$ cat src/rtl/output_argmax.sv
// Tracks the signed maximum output-layer node and its index across one inference, publishing it on ready's rising edge.
// Node updates and completion land on the accepting clock edge; results hold until the next start.
module output_argmax #(
    parameter int DATA_WIDTH  = 8,
    parameter int NUM_CLASSES = 10
) (
    input  logic                  clk,
    input  logic                  reset,
    input  logic                  run_inference,
    input  logic                  ready,
    input  logic                  output_layer,
    input  logic                  node_valid,
    input  logic [DATA_WIDTH-1:0] node_value,
    input  logic [7:0]            node_index,
    output logic [7:0]            class_id,
    output logic [DATA_WIDTH-1:0] class_value,
    output logic [7:0]            node_count,
    output logic                  result_valid,
    output logic                  done_pulse,
    output logic                  error
);

    typedef enum logic [1:0] {IDLE, COLLECT, DONE} state_t;

    state_t                state_q;
    logic                  ready_q;
    logic                  have_max_q;
    logic [7:0]            class_id_q;
    logic [DATA_WIDTH-1:0] class_value_q;
    logic [7:0]            node_count_q;
    logic                  result_valid_q;
    logic                  done_pulse_q;
    logic                  error_q;

    logic                  accept;
    logic                  in_range;
    logic                  better;
    logic                  take;
    logic                  complete;
    logic                  have_max_d;
    logic [7:0]            class_id_d;
    logic [DATA_WIDTH-1:0] class_value_d;
    logic [7:0]            node_count_d;
    logic                  error_d;

    always_comb begin
        accept   = (state_q == COLLECT) && node_valid && output_layer;
        in_range = node_index < 8'(NUM_CLASSES);
        // Equal values resolve to the lower index so arrival order never matters.
        better   = !have_max_q
                 || ($signed(node_value) > $signed(class_value_q))
                 || ((node_value == class_value_q) && (node_index < class_id_q));
        take     = accept && in_range && better;
        complete = (state_q == COLLECT) && ready && !ready_q;

        have_max_d    = have_max_q | take;
        class_id_d    = take ? node_index : class_id_q;
        class_value_d = take ? node_value : class_value_q;
        node_count_d  = node_count_q;
        if (accept && in_range && (node_count_q != 8'hFF)) begin
            node_count_d = node_count_q + 8'd1;
        end
        // A node landing on the completion edge counts toward have_max_d.
        error_d = error_q | (accept && !in_range) | (complete && !have_max_d);
    end

    always_ff @(posedge clk or posedge reset) begin
        if (reset) begin
            state_q        <= IDLE;
            ready_q        <= 1'b1;
            have_max_q     <= 1'b0;
            class_id_q     <= 8'hFF;
            class_value_q  <= '0;
            node_count_q   <= 8'd0;
            result_valid_q <= 1'b0;
            done_pulse_q   <= 1'b0;
            error_q        <= 1'b0;
        end else begin
            ready_q      <= ready;
            done_pulse_q <= 1'b0;
            case (state_q)
                IDLE, DONE: begin
                    if (run_inference) begin
                        state_q        <= COLLECT;
                        have_max_q     <= 1'b0;
                        class_id_q     <= 8'hFF;
                        class_value_q  <= '0;
                        node_count_q   <= 8'd0;
                        result_valid_q <= 1'b0;
                        error_q        <= 1'b0;
                    end
                end
                COLLECT: begin
                    have_max_q    <= have_max_d;
                    class_id_q    <= class_id_d;
                    class_value_q <= class_value_d;
                    node_count_q  <= node_count_d;
                    error_q       <= error_d;
                    if (complete) begin
                        state_q        <= DONE;
                        result_valid_q <= 1'b1;
                        done_pulse_q   <= 1'b1;
                    end
                end
                default: state_q <= IDLE;
            endcase
        end
    end

    assign class_id     = class_id_q;
    assign class_value  = class_value_q;
    assign node_count   = node_count_q;
    assign result_valid = result_valid_q;
    assign done_pulse   = done_pulse_q;
    assign error        = error_q;

endmodule

$ cat config.mk
export PLATFORM = sky130hd
export DESIGN_NAME = output_argmax
export DESIGN_NICKNAME = d
export VERILOG_FILES = /design/src/rtl/output_argmax.sv
export SDC_FILE = /design/constraint.sdc
export NUM_CORES = 1
export LEC_CHECK = 0
export CORE_MARGIN = 3
export CORE_UTILIZATION = 43
export DETAILED_ROUTE_END_ITERATION = 10
export PLACE_DENSITY = 0.75
export SETUP_SLACK_MARGIN = 0.2
export SYNTH_ARGS = -nofsm -noshare
export SYNTH_HDL_FRONTEND = slang
export SYNTH_SLANG_ARGS = --single-unit
$ cat constraint.sdc
create_clock -name clk -period 2 [get_ports clk]
set_input_delay 0.6 -clock clk [delete_from_list [all_inputs] [get_ports clk]]
set_output_delay 0.6 -clock clk [all_outputs]
set_load 0.005 [all_outputs]
# After elaboration in Yosys (flattened, before gate mapping)
# Cells that the tools add are included.
dict set report op_classes {
  add_sub_neg 1
  n_lt_le_gt_ge 3
  eq_ne 8
  muxes 18
  bitwise 3
  n_reduce_logical 24
}
# operator n
set op_table {}
lappend op_table {{one-hot mux 8 bit (2 select lines)} 3}
lappend op_table {{2-to-1 mux 8 bit} 5}
lappend op_table {{logical AND 1 bit} 10}
lappend op_table {{AND reduction 3 bit} 3}
lappend op_table {{adder 8 x 1 -> 8 bit, second input constant} 1}
lappend op_table {{equality test 8 bit} 1}
lappend op_table {{> comparator 8 bit} 1}
lappend op_table {{less-than comparator 8 x 4 -> 1 bit, second input constant} 1}
lappend op_table {{less-than comparator 8 bit} 1}
lappend op_table {{!= test 8 bit, second input constant} 1}
lappend op_table {{!= test 2 bit, second input constant} 3}
lappend op_table {{one-hot mux 1 bit (2 select lines)} 3}
lappend op_table {{logical NOT 1 bit} 4}
lappend op_table {{2-to-1 mux 1 bit} 4}
lappend op_table {{2-to-1 mux 2 bit} 2}
lappend op_table {{one-hot mux 2 bit (2 select lines)} 1}
lappend op_table {{AND reduction 2 bit} 2}
lappend op_table {{bitwise OR 1 bit} 3}
lappend op_table {{equality test 2 x 1 -> 1 bit, second input constant} 1}
lappend op_table {{equality test 2 bit, second input constant} 1}
lappend op_table {{logical NOT 2 bit} 1}
lappend op_table {{logical OR 1 bit} 2}
lappend op_table {{!= test 2 x 1 -> 1 bit, second input constant} 1}
lappend op_table {{nonzero test 2 bit} 1}
lappend op_table {{OR reduction 2 bit} 1}
dict set report totals {
  regBits 31
  word_cells 66
}

# Logic depth before layout (Yosys ltp)
# Gate-level depths: netlist (run 1).
dict set report logic_depth {
  ltp_word 10
  ltp_mapped 8
  mapped_depth_nobuf 7
}

# Worst setup path after synthesis (run 1)
# OpenSTA, ideal clock, no wires.
dict set report synth_path {
  path_type {in2reg}
  from {input port node_value[7]}
  to {register class_value_q[0], in the netlist class_value[0]}
  setup_time_ps 124
  arrival_ps 1929
  required_ps 1876
  slack_ps -53
  cell_stages 6
  cell_sequence {ha_1 nand4_1 nor4_1 a32oi_2 buf_6 mux2i_1}
}
dict set report synth_via {
  elab_chain_cells 6
}
# element line
set synth_rtl {}
lappend synth_rtl {{start, declared} 13} ;# input logic [DATA_WIDTH-1:0] node_value,
lappend synth_rtl {{> comparator 8 bit / equality test 8 bit (equally long branches)} {51, 52}}
lappend synth_rtl {{logical OR 1 bit / logical AND 1 bit (equally long branches)} {51, 52}}
lappend synth_rtl {{logical OR 1 bit (*)} 52} ;# || ((node_value == class_value_q) && (node_index < class_id_q));
lappend synth_rtl {{logical AND 1 bit (*)} 53} ;# take = accept && in_range && better;
lappend synth_rtl {{!= test 2 bit (no source line) (*)} --}
lappend synth_rtl {{AND reduction 3 bit (no source line) (*)} --}
lappend synth_rtl {{end signal, assigned} 96} ;# class_value_q <= class_value_d;
lappend synth_rtl {{end, declared} 29} ;# logic [DATA_WIDTH-1:0] class_value_q;
# Every way passes the cells marked *; elsewhere a longest branch is shown, timed or not.
# A chain may end at the register's enable or synchronous reset.

# Worst setup path after layout (run 1)
dict set report layout_path {
  from {register class_id_q[1], in the netlist class_id[1]}
  to {register class_value_q[1], in the netlist class_value[1]}
}
dict set report layout_via {
  elab_chain_cells 6
}
# element line
set layout_rtl {}
lappend layout_rtl {{start, declared} 28} ;# logic [7:0] class_id_q;
lappend layout_rtl {{start signal, assigned} 95} ;# class_id_q <= class_id_d;
lappend layout_rtl {{less-than comparator 8 bit} 52}
lappend layout_rtl {{logical AND 1 bit} 52}
lappend layout_rtl {{logical OR 1 bit} 52}
lappend layout_rtl {{logical AND 1 bit} 53}
lappend layout_rtl {{!= test 2 bit (no source line)} --}
lappend layout_rtl {{AND reduction 3 bit (no source line)} --}
# No other way between the ends.

==> flow_summary_export.csv, run 1 <==
group,metric,value,unit
sta,hold_viol,0,
sta,worst_pin_slew,0.3962,ns
sta,max_freq,0.4938,GHz
sta,hold_slack,0.4987,ns
sta,setup-violations-final,4,
cells_and_area,utilization,0.7737,
cells_and_area,nNetsFinal,316,
clocking,cts_tree,"yes",
power_and_ir_drop,total_power,1.907,mW
sta,setup_tns,-0.05751,ns
cells_and_area,nFillCells,262,
place,place_congestion,0.7770,
floorplan,rows,22,
logic_synthesis,synth_nets,224,
setup_path,end_kind,"register",
setup_path,path_class,"register to register",
global_routing,grt_max_degree,32,
sta,rsz0062_at_grt,"yes",
place,hpwlAfterDp,3109,um
place,dpl_cell_area,2515,um2
clocking,htreeDepth,2,
logic_synthesis,synth_mux_area_frac,0.06685,
cells_and_area,mostFrequentLayoutCells,"buf_4, nand2_1, dfrtp_1",
clocking,clockBufferDepth,2,
logic_synthesis,avgSynthCellArea,9.660,um2
sta,fin_crit_sh,1.013,
drt,route.detailed.drc,0,
floorplan,ios,49,
power_and_ir_drop,powerDensity,639.7,nW/um2
floorplan,start_util,0.4662,
floorplan,die_w,70.64,um
drt,wl_met2,2308,um
run_status,outcome,"finished, violations left",
place,io_buffers,48,
cells_and_area,drive_above_1_share,0.3978,
drt,wl_per_cell,14.72,um
setup_path,crit_arrival,2.22,ns
clocking,cts-buffers-inserted,5,
drt,route.met3.wl,258,um
cells_and_area,layout_commonest_cell,"buf_4",
drt,firstDrtPassIters,5,
logic_synthesis,seq_area_frac_synth,0.4380,
logic_synthesis,synth-simple-area-share,0.1908,
floorplan,dieArea,4990,um2
logic_synthesis,synth_compound_area_frac,0.1079,
clocking,clk_latency,0.28,ns
setup_path,crit_fanout,8,
min_path,hp-class,"register to register",
global_routing,grt.total_usage,0.1916,
global_routing,first_global_vias,1601,
logic_synthesis,synth_top_family_by_area,"simple AND/OR/NAND/NOR gates",
global_routing,grt_first_pass_wirelength,7583,um
logic_synthesis,synth_adder_area_share,0.1114,
sta,period_needed,2.025,ns
floorplan,dieHeight,70.64,um
logic_synthesis,yosysWarnings,0,
sta,maxSlewViolCount,0,
logic_synthesis,postSynthCellCount,186,
drt,drtIter0Drc,76,
drt,antenna_left,0,
global_routing,antenna_found_initial,0,
drt,wirelength,4814,um
flow_run,cap_violations,0,
drt,num_vias,1672,
power_and_ir_drop,ir_drop,0.0006320,V
sta,setup_ws,-0.02525,ns
cells_and_area,antenna_cells,0,
drt,topRoutingLayerUsed,"met4",
logic_synthesis,ys_ff_latch,31,
logic_synthesis,syn-cell-area,1797,um2
setup_path,cp.required,2.20,ns
logic_synthesis,synthXorXnorAreaFrac,0.02437,
setup_path,start_kind,"register",
drt,viasPerCell,5.113,
cells_and_area,syn_to_final_growth,65.95,%
clocking,cts-root-buf,"clkbuf_8",
run_status,violations,"negative setup slack",
clocking,cts_hold_buf,0,
clocking,cts.clk_slew.worst_paths,0.07,ns
logic_synthesis,synth_cell_types,43,
cells_and_area,final_area,2982,um2
drt,wl_met1,2224,um
floorplan,coreArea,3854,um2
global_routing,overflow,0,
sta,slew_headroom,0.7358,
clocking,numClockSinks,31,
sta,fin_skew,0.007697,ns
power_and_ir_drop,p_leak,1.619,nW
final cells by class:
type,instances,area [um2],area share
Multi-Input combinational cell,129,1156,0.3877
Sequential cell,31,787.0,0.2640
Timing Repair Buffer,91,785.8,0.2635
Clock buffer,6,82.58,0.02770
Inverter,20,75.07,0.02518
Tap cell,48,60.06,0.02014
Clock inverter,2,35.03,0.01175
flip-flops by register name (all words and copies together) (netlist names):
name	count
error	1
done_pulse	1
state_q	2
class_value	8
node_count	8
result_valid	1
have_max_q	1
class_id	8
ready_q	1
cell families after synthesis:
family	Yosys count
multiplexers	12
AND/OR/NAND/NOR	68
AO/OA/AOI/OAI	28
flip-flops	31
XOR/XNOR	5
adder cells (fa/ha/maj)	16
buffers and inverters	26
per-stage QoR:
stage | instances | worst slack (ns)
finish | 327 | -0.02525
global route | 327 | -0.07676
CTS | 313 | -0.05562
detailed placement | 291 | -0.5764
global placement | 291 | -0.5279
floorplan | 186 | 0.05288
power by group:
part	leakage, nW	internal, mW	switching, mW
logic	1.16	0.268	0.266
registers	0.394	0.691	0.0474
clock network	0.0612	0.403	0.232
total	1.62	1.36	0.546
what timing repair did:
item	in CTS	in global routing
cloned	1	0
endpoints found under the setup margin	40	31
pin swaps	28	18
setup buffers	13	14
gates resized for setup	80	37
cells in the mapped netlist (all sizes together):
cell	instances	share of area
o21ai	11	0.031
or4	1	0.0042
nand3	3	0.0084
a32oi	1	0.0091
a2bb2oi	1	0.0049
a21oi	4	0.013
o211ai	1	0.0042
o22ai	1	0.0035
nor4b	1	0.0084
nor4	4	0.017
nand3b	1	0.0042
a2111oi	1	0.0049
or2	1	0.0035
o31ai	1	0.0042
a211oi	1	0.0042
and2b	1	0.0042
clkbuf	3	0.0063
inv	20	0.042
o21bai	1	0.0042
nor3	3	0.011
xnor2	5	0.024
nor3b	1	0.0042
a32o	2	0.011
nand2b	4	0.014
nor2	14	0.029
dfrtp	22	0.31
a211o	1	0.0049
a21o	1	0.0042
ha	16	0.11
nand2	27	0.056
a31o	1	0.0049
nand4	4	0.014
nor2b	2	0.0070
mux2i	12	0.067
buf	3	0.013
nand4b	1	0.0049
dfstp	9	0.13
critical path: stages, from the launching register on:
cell and delay, ns:
dfstp_2 0.54, inv_1 0.07, ha_4 0.27, a2111oi_4 0.06, a211o_1 0.32, a32oi_2 0.27
buf_6 0.19, mux2i_1 0.22
worst paths after layout:
check	slack, ns	start	endpoint	cells after the start
max in group asynchronous	0.97	reset	class_id[2]$_DFFE_PP1P_	3
worst max register to register	-0.03	class_id[1]$_DFFE_PP1P_	class_value[1]$_DFFE_PP0P_	7
worst max-delay path	-0.03	class_id[1]$_DFFE_PP1P_	class_value[1]$_DFFE_PP0P_	7
worst min-delay path	0.50	class_id[4]$_DFFE_PP1P_	class_id[4]$_DFFE_PP1P_	2
min in group asynchronous	0.70	reset	node_count[2]$_DFFE_PP0P_	3
worst min register to register	0.50	class_id[4]$_DFFE_PP1P_	class_id[4]$_DFFE_PP1P_	2
metal layers:
layer,vias to the layer above,track usage
li1,829,-
met3,2,0.06108
met5,-,0
met1,792,0.2596
met2,49,0.2963
met4,0,0.05428
Note: power is estimated with default switching activity, not from simulation.
==> run 2, diff against run 1 <==
CAP_MARGIN = 30   (was default)
==> results of run 2 <==
The final DEF is identical to that of run 1; final timing and power are the same.
